===== config.mk =====
export PLATFORM = sky130hd
export DESIGN_NAME = fmac_fifo_pkt_reader
export DESIGN_NICKNAME = d
export VERILOG_FILES = /design/src/rtl/fmac_fifo_pkt_reader.sv
export SDC_FILE = /design/constraint.sdc
export NUM_CORES = 1
export LEC_CHECK = 0
export CAP_MARGIN = 20
export CORE_MARGIN = 1.5
export CORE_UTILIZATION = 40
export DETAILED_ROUTE_END_ITERATION = 10
export HOLD_SLACK_MARGIN = 0.1
export PLACE_DENSITY = 0.65
export SLEW_MARGIN = 20
export SYNTH_ARGS = -nofsm -noshare
export SYNTH_HDL_FRONTEND = slang
export SYNTH_SLANG_ARGS = --single-unit

===== constraint.sdc =====
create_clock -name clk -period 5.75 [get_ports clk]
set_clock_uncertainty 0.2 [all_clocks]
set_input_delay 1.15 -clock clk [delete_from_list [all_inputs] [get_ports clk]]
set_output_delay 1.15 -clock clk [all_outputs]
set_load 0.01 [all_outputs]

===== src/rtl/fmac_fifo_pkt_reader.sv =====
// ============================================================================
//  Module   : fmac_fifo_pkt_reader
//  Purpose  : Read-side consumer for the MAC dual-clock FIFO. Parses a length
//             header per packet and streams the payload with sop/eop/be.
//  Revision : 1.0  initial release
// ============================================================================
`default_nettype none

module fmac_fifo_pkt_reader #(
  parameter int WIDTH = 64,
  parameter int PTR   = 9,
  parameter int LEN_W = 14
) (
  input  logic               clk,
  input  logic               reset_,
  input  logic               fifo_rdempty,
  input  logic [WIDTH-1:0]   fifo_q,
  input  logic [PTR:0]       fifo_rdusedw,
  output logic               fifo_rdreq,
  output logic               out_valid,
  input  logic               out_ready,
  output logic [WIDTH-1:0]   out_data,
  output logic               out_sop,
  output logic               out_eop,
  output logic [WIDTH/8-1:0] out_be,
  output logic               hdr_err,
  output logic [31:0]        pkt_cnt
);

  localparam int BE_W = WIDTH / 8;
  localparam int LB_W = $clog2(BE_W);
  localparam int WL_W = LEN_W - LB_W + 1;

  typedef enum logic [0:0] {
    S_HDR = 1'b0,
    S_PAY = 1'b1
  } state_t;

  state_t            state_q, state_d;
  logic              en_q, en_d;
  logic              inflight_q, inflight_d;
  logic [1:0]        occ_q, occ_d;
  logic [WIDTH-1:0]  buf0_q, buf0_d;
  logic [WIDTH-1:0]  buf1_q, buf1_d;
  logic [WL_W-1:0]   words_left_q, words_left_d;
  logic [LB_W-1:0]   last_bytes_q, last_bytes_d;
  logic              first_q, first_d;
  logic              hdr_err_q, hdr_err_d;
  logic [31:0]       pkt_cnt_q, pkt_cnt_d;

  logic [LEN_W-1:0]  len;
  logic              pay_valid;
  logic              hdr_pop;
  logic              accept;
  logic              pop;
  logic              is_eop;
  logic [1:0]        level;
  logic              rd_issue;
  logic [BE_W-1:0]   be_mask;

  // Occupancy is status only; control relies on rdempty and the local buffer.
  logic unused_rdusedw;
  assign unused_rdusedw = ^fifo_rdusedw;

  always_comb begin
    len       = buf0_q[LEN_W-1:0];
    pay_valid = (state_q == S_PAY) && (occ_q != 2'd0);
    hdr_pop   = (state_q == S_HDR) && (occ_q != 2'd0);
    accept    = pay_valid && out_ready;
    pop       = hdr_pop || accept;
    is_eop    = (words_left_q == WL_W'(1));

    // Entries held plus the word in flight, after this cycle's pop.
    level     = occ_q + {1'b0, inflight_q} - {1'b0, pop};
    rd_issue  = en_q && !fifo_rdempty && (level < 2'd2);

    en_d       = 1'b1;
    inflight_d = rd_issue;
    occ_d      = occ_q + {1'b0, inflight_q} - {1'b0, pop};

    buf0_d = buf0_q;
    buf1_d = buf1_q;
    if (pop) begin
      buf0_d = buf1_q;
    end
    if (inflight_q) begin
      if ((occ_q - {1'b0, pop}) == 2'd0) begin
        buf0_d = fifo_q;
      end else begin
        buf1_d = fifo_q;
      end
    end

    state_d      = state_q;
    words_left_d = words_left_q;
    last_bytes_d = last_bytes_q;
    first_d      = first_q;
    hdr_err_d    = 1'b0;
    pkt_cnt_d    = pkt_cnt_q;

    if (hdr_pop) begin
      if (len == '0) begin
        hdr_err_d = 1'b1;
      end else begin
        words_left_d = WL_W'(len[LEN_W-1:LB_W]) + WL_W'(|len[LB_W-1:0]);
        last_bytes_d = len[LB_W-1:0];
        first_d      = 1'b1;
        state_d      = S_PAY;
      end
    end

    if (accept) begin
      words_left_d = words_left_q - WL_W'(1);
      first_d      = 1'b0;
      if (is_eop) begin
        pkt_cnt_d = pkt_cnt_q + 32'd1;
        state_d   = S_HDR;
      end
    end

    // A residue of zero means the last word is fully populated.
    for (int i = 0; i < BE_W; i++) begin
      be_mask[i] = (last_bytes_q == '0) || (LB_W'(i) < last_bytes_q);
    end
  end

  always_ff @(posedge clk or negedge reset_) begin
    if (!reset_) begin
      state_q      <= S_HDR;
      en_q         <= 1'b0;
      inflight_q   <= 1'b0;
      occ_q        <= 2'd0;
      buf0_q       <= '0;
      buf1_q       <= '0;
      words_left_q <= '0;
      last_bytes_q <= '0;
      first_q      <= 1'b0;
      hdr_err_q    <= 1'b0;
      pkt_cnt_q    <= 32'd0;
    end else begin
      state_q      <= state_d;
      en_q         <= en_d;
      inflight_q   <= inflight_d;
      occ_q        <= occ_d;
      buf0_q       <= buf0_d;
      buf1_q       <= buf1_d;
      words_left_q <= words_left_d;
      last_bytes_q <= last_bytes_d;
      first_q      <= first_d;
      hdr_err_q    <= hdr_err_d;
      pkt_cnt_q    <= pkt_cnt_d;
    end
  end

  assign fifo_rdreq = rd_issue;
  assign out_valid  = pay_valid;
  assign out_data   = pay_valid ? buf0_q : '0;
  assign out_sop    = pay_valid && first_q;
  assign out_eop    = pay_valid && is_eop;
  assign out_be     = pay_valid ? (is_eop ? be_mask : {BE_W{1'b1}}) : '0;
  assign hdr_err    = hdr_err_q;
  assign pkt_cnt    = pkt_cnt_q;

endmodule

`default_nettype wire


==> results <==
- The total clock sinks is 182.
- The simple logic cell fraction of the synthesized area is 16.7%.
- The initial utilization of the core area, before any placement, comes to 41.0%.
- For flop-to-flop paths, the worst setup slack is 2.56 ns.
- The multiplexer fraction of the synthesized cell area is 15.9%.
- Measured in cells, the most critical reg-to-reg path has a length of 8.
- The cell count along the critical path is 8.
- The area growth from synthesis to layout is 30.5%.
- The final hold slack is 0.279 ns.
- For this run, the post-layout net count is 1,047.
- For this run, asynchronously set or reset flops after synthesis account for 100%.
- The peak fanout along the critical path is 3.
- Data on the critical path is required at its endpoint by 4.40 ns.
- The clock-pin slew on the worst setup and hold paths is 0.07 ns.
- The TritonCTS clock tree is yes.
- The setup TNS is 0 ns.
- The number of violations reported at the end of detailed-routing iteration 0 is 339.
- The post-synthesis area per instance is 10.8 um2.
- The post-CTS resize count is 0.
- The analysis attributes to cell leakage a power of 4.78 nW.
- Of all cell types, the one taking the most synthesized area is dfrtp_1.
- The Yosys step of the flow raised 0 warnings.
- The critical path is of the in2out type.
- The final count of pins violating max slew came to 0.
- The number of DRC violations after detailed routing is 0.
- In this run the clock root is driven by a clkbuf_16.
- The count of buffers from port buffering is 176.
- After synthesis, the cell types taking the most area are dfrtp_1, mux2_2, mux2i_1.
- The run finished with clean final reports.
- The ratio of cells with drive above 1 in the final layout is 12.4%.
- The fraction of synthesized cell area in xor and xnor cells is 4.46%.
- Synthesis produced 804 cells.
- The maximum level of the CTS H-tree is 4.
- The number of endpoints with negative hold slack in the final report is 0.
- After detailed routing, the number of vias per cell comes to 5.04.
- The worst hold path belongs to the class reg2reg.
- On the critical path the largest part of the delay comes from buffers and inverters.
- The core box area is 21,100 um2.
- The number of standard-cell rows in the floorplan is 53.
- For this run, the total global-route usage over all layers was measured as 18.7%.
- The shortest clock period the worst path allows after layout is 4.93 ns.
- The slowest stage cell on the critical path is clkdlybuf4s50_1.
- The first global-routing pass estimated 33,100 um of wire.
- The synthesized design devotes to its leading area cell type 52.7% of total area.
- The number of buffer and inverter instances along the worst setup path is 3.
- For this block, the routed nets add up to 20,200 um of wire.
- The headroom to the max-slew limit is 46.6%.
- Across the VDD grid, the largest voltage drop is 340 uV.
- The synthesized netlist devotes 6.50% of its cell area to compound gates.
- The total standard cell area after synthesis is 8650 um2.
- The count of placed standard cells including taps is 1,218.
- The first TritonRoute pass finished after 6 iterations.
- The weighted congestion reported at the end of routability-driven placement is 0.814.
- Along the worst hold path, the cell count comes to 1.
- The number of synthesized register bits is 182.
- Sequential elements use 52.7% of the synthesized area.
- Setup repair after global routing left no endpoint under its margin.
- Power spread over the standard cell area amounts to 506 nW/um2.
- Traced cell by cell, the critical path runs through clkdlybuf4s50_1 > inv_1 > a21oi_4 > ha_1 > xnor2_1 > xnor2_1 > nor3b_1 > clkdlybuf4s50_1.
- The later pin in the worst-skew pair is clocked with a latency of 0.43 ns.
- The net count after synthesis is 889.
- The via count is 6,315.
- The number of clock buffers inserted by TritonCTS is 17.
- Derived from the worst setup path, the maximum achievable clock frequency is 203 MHz.
- The synthesized netlist devotes 1.01% of its cell area to adder and majority cells.
- Among all flip-flop cells after synthesis, the most frequent one is dfrtp_1.
- The count of unique library cells instantiated by Yosys is 46.
- Counting flops with a built-in enable in the synthesized netlist gives 0.
- The number of setup buffers added after CTS is 0.
- The die is 150 um tall.
- Detailed placement ended at an HPWL of 13,400 um.
- The routed wire length per instance is 16.2 um.
- On the worst path, the slowest cell contributes a delay of 0.66 ns.
- The chip width is 150 um.
- The maximum number of pins on one net before global-route repair is 100.
- The type of destination of the critical path is a primary output.
- In this run the remaining antenna-violating nets after routing total 0.
- The initial antenna violation count is 4.
- The die covers 22,500 um2.
- The largest family of logic cells by synthesized area is simple AND/OR/NAND/NOR gates.
- In this run, post-CTS hold repair placed 0 buffers.
- The final cell count without fillers is 1,253.
- The longest clock path from root to sink contains 2 buffers.
- The via count of the first global-routing pass is 6,360.
- The critical path arrival is 3.58 ns.
- The number of placed I/O pins is 187.
- The final critical-path share of the clock period is 85.7%.
- Setup violations remaining at the end of the flow were counted as 0.
- Global routing finished with a remaining overflow of 0.
- The transition time of the tightest slew-check pin is 0.796 ns.
- Max-cap violations in this run came to 0.
- The critical path startpoint category is a primary input.
## through the flow
step,setup WS [ns],area [um2],power (mW),util (%)
after detailed placement,0.830,10700,4.58,50.7
after global routing,0.629,11300,6.12,53.5
after CTS,0.799,11300,5.79,53.5
after floorplan,1.64,8650,3.49,-
final,0.823,11300,5.71,53.5
after global placement,0.887,10700,4.52,50.7
## cell usage after synthesis, types with 2 or more instances
cell type / n
dfrtp_1: 182
nor2_1: 96
a21oi_1: 73
and2_1: 66
mux2_2: 65
mux2i_1: 64
nand2_1: 36
clkbuf_1: 35
xor2_1: 23
xnor2_1: 21
nand3_1: 20
nor3_1: 16
inv_1: 13
nor4_1: 12
nand4_1: 11
ha_1: 7
and3_1: 5
buf_2: 5
o211ai_1: 5
or3_1: 5
buf_1: 4
nor3_2: 4
a31oi_1: 3
a32oi_1: 3
o21ai_0: 3
a211oi_1: 2
and4_1: 2
nand4b_1: 2
o21a_1: 2
o22ai_1: 2
or2_2: 2
## worst register-to-register path, stage by stage (launching register included)
cell and delay [ns]:
dfrtp_1 0.43, nor2_1 0.27, a21oi_4 0.05, ha_1 0.20
xnor2_1 0.48, nand3_4 0.55, buf_4 0.58, nor2_1 0.22
a21oi_1 0.06
## cells by family after synthesis
family                   after synthesis
multiplexers                         129
buffers and inverters                 59
adder cells (fa/ha/maj)                7
other                                  1
AO/OA/AOI/OAI                        100
XOR/XNOR                              44
flip-flops                           182
AND/OR/NAND/NOR                      282
## placed cells by master (no fill, tap or decap), types with 7 or more instances in the layout
cell type	synthesis	routed
dfrtp_1	182	182
clkdlybuf4s50_1	0	175
nor2_1	96	96
a21oi_1	73	72
and2_1	66	66
mux2_2	65	65
mux2i_1	64	64
nand2_1	36	36
xor2_1	23	23
xnor2_1	21	21
nand3_1	20	19
clkbuf_16	0	17
nor3_1	16	16
inv_1	13	12
nor4_1	12	12
nand4_1	11	11
buf_4	0	8
ha_1	7	7
## sequential cells by signal (all words and copies together) (netlist names)
| signal | flops |
|---|---|
| buf0_q | 64 |
| hdr_err | 1 |
| first_q | 1 |
| en_q | 1 |
| state_q | 1 |
| last_bytes_q | 3 |
| pkt_cnt | 32 |
| buf1_q | 64 |
| words_left_q | 12 |
| inflight_q | 1 |
| occ_q | 2 |
## cell type report
cell class | count | area, um2
Fill cell | 1908 | 9800
Inverter | 13 | 48.8
Clock inverter | 14 | 154
Tap cell | 275 | 344
Timing Repair Buffer | 185 | 1850
Clock buffer | 18 | 439
Sequential cell | 182 | 4550
Antenna cell | 3 | 7.51
Multi-Input combinational cell | 563 | 3890
## final timing paths
kind	start	endpoint
worst max-delay path	out_ready	fifo_rdreq
worst min-delay path	pkt_cnt[31]$_DFFE_PN0P_	pkt_cnt[31]$_DFFE_PN0P_
worst max register to register	occ_q[1]$_DFF_PN0_	buf0_q[1]$_DFF_PN0_
worst min register to register	pkt_cnt[31]$_DFFE_PN0P_	pkt_cnt[31]$_DFFE_PN0P_
max in group asynchronous	reset_	buf0_q[27]$_DFF_PN0_
min in group asynchronous	reset_	pkt_cnt[9]$_DFFE_PN0P_
## routing by layer
metal / vias to the layer above / track usage (%) / part of all wire [%]
li1: 3088 / - / -
met1: 3038 / 24.3 / 44
met2: 168 / 28.5 / 45
met4: 2 / 4.80 / 1.2
met5: - / 0 / 0.064
met3: 19 / 8.08 / 9.8
## power by group
| part | leakage (nW) | switching [mW] | internal [mW] |
|---|---|---|---|
| clock | 0.293 | 0.555 | 0.632 |
| sequential | 2.21 | 0.328 | 1.79 |
| combinational | 2.28 | 1.05 | 1.36 |
No activity file was read; power rests on OpenSTA's default activity.
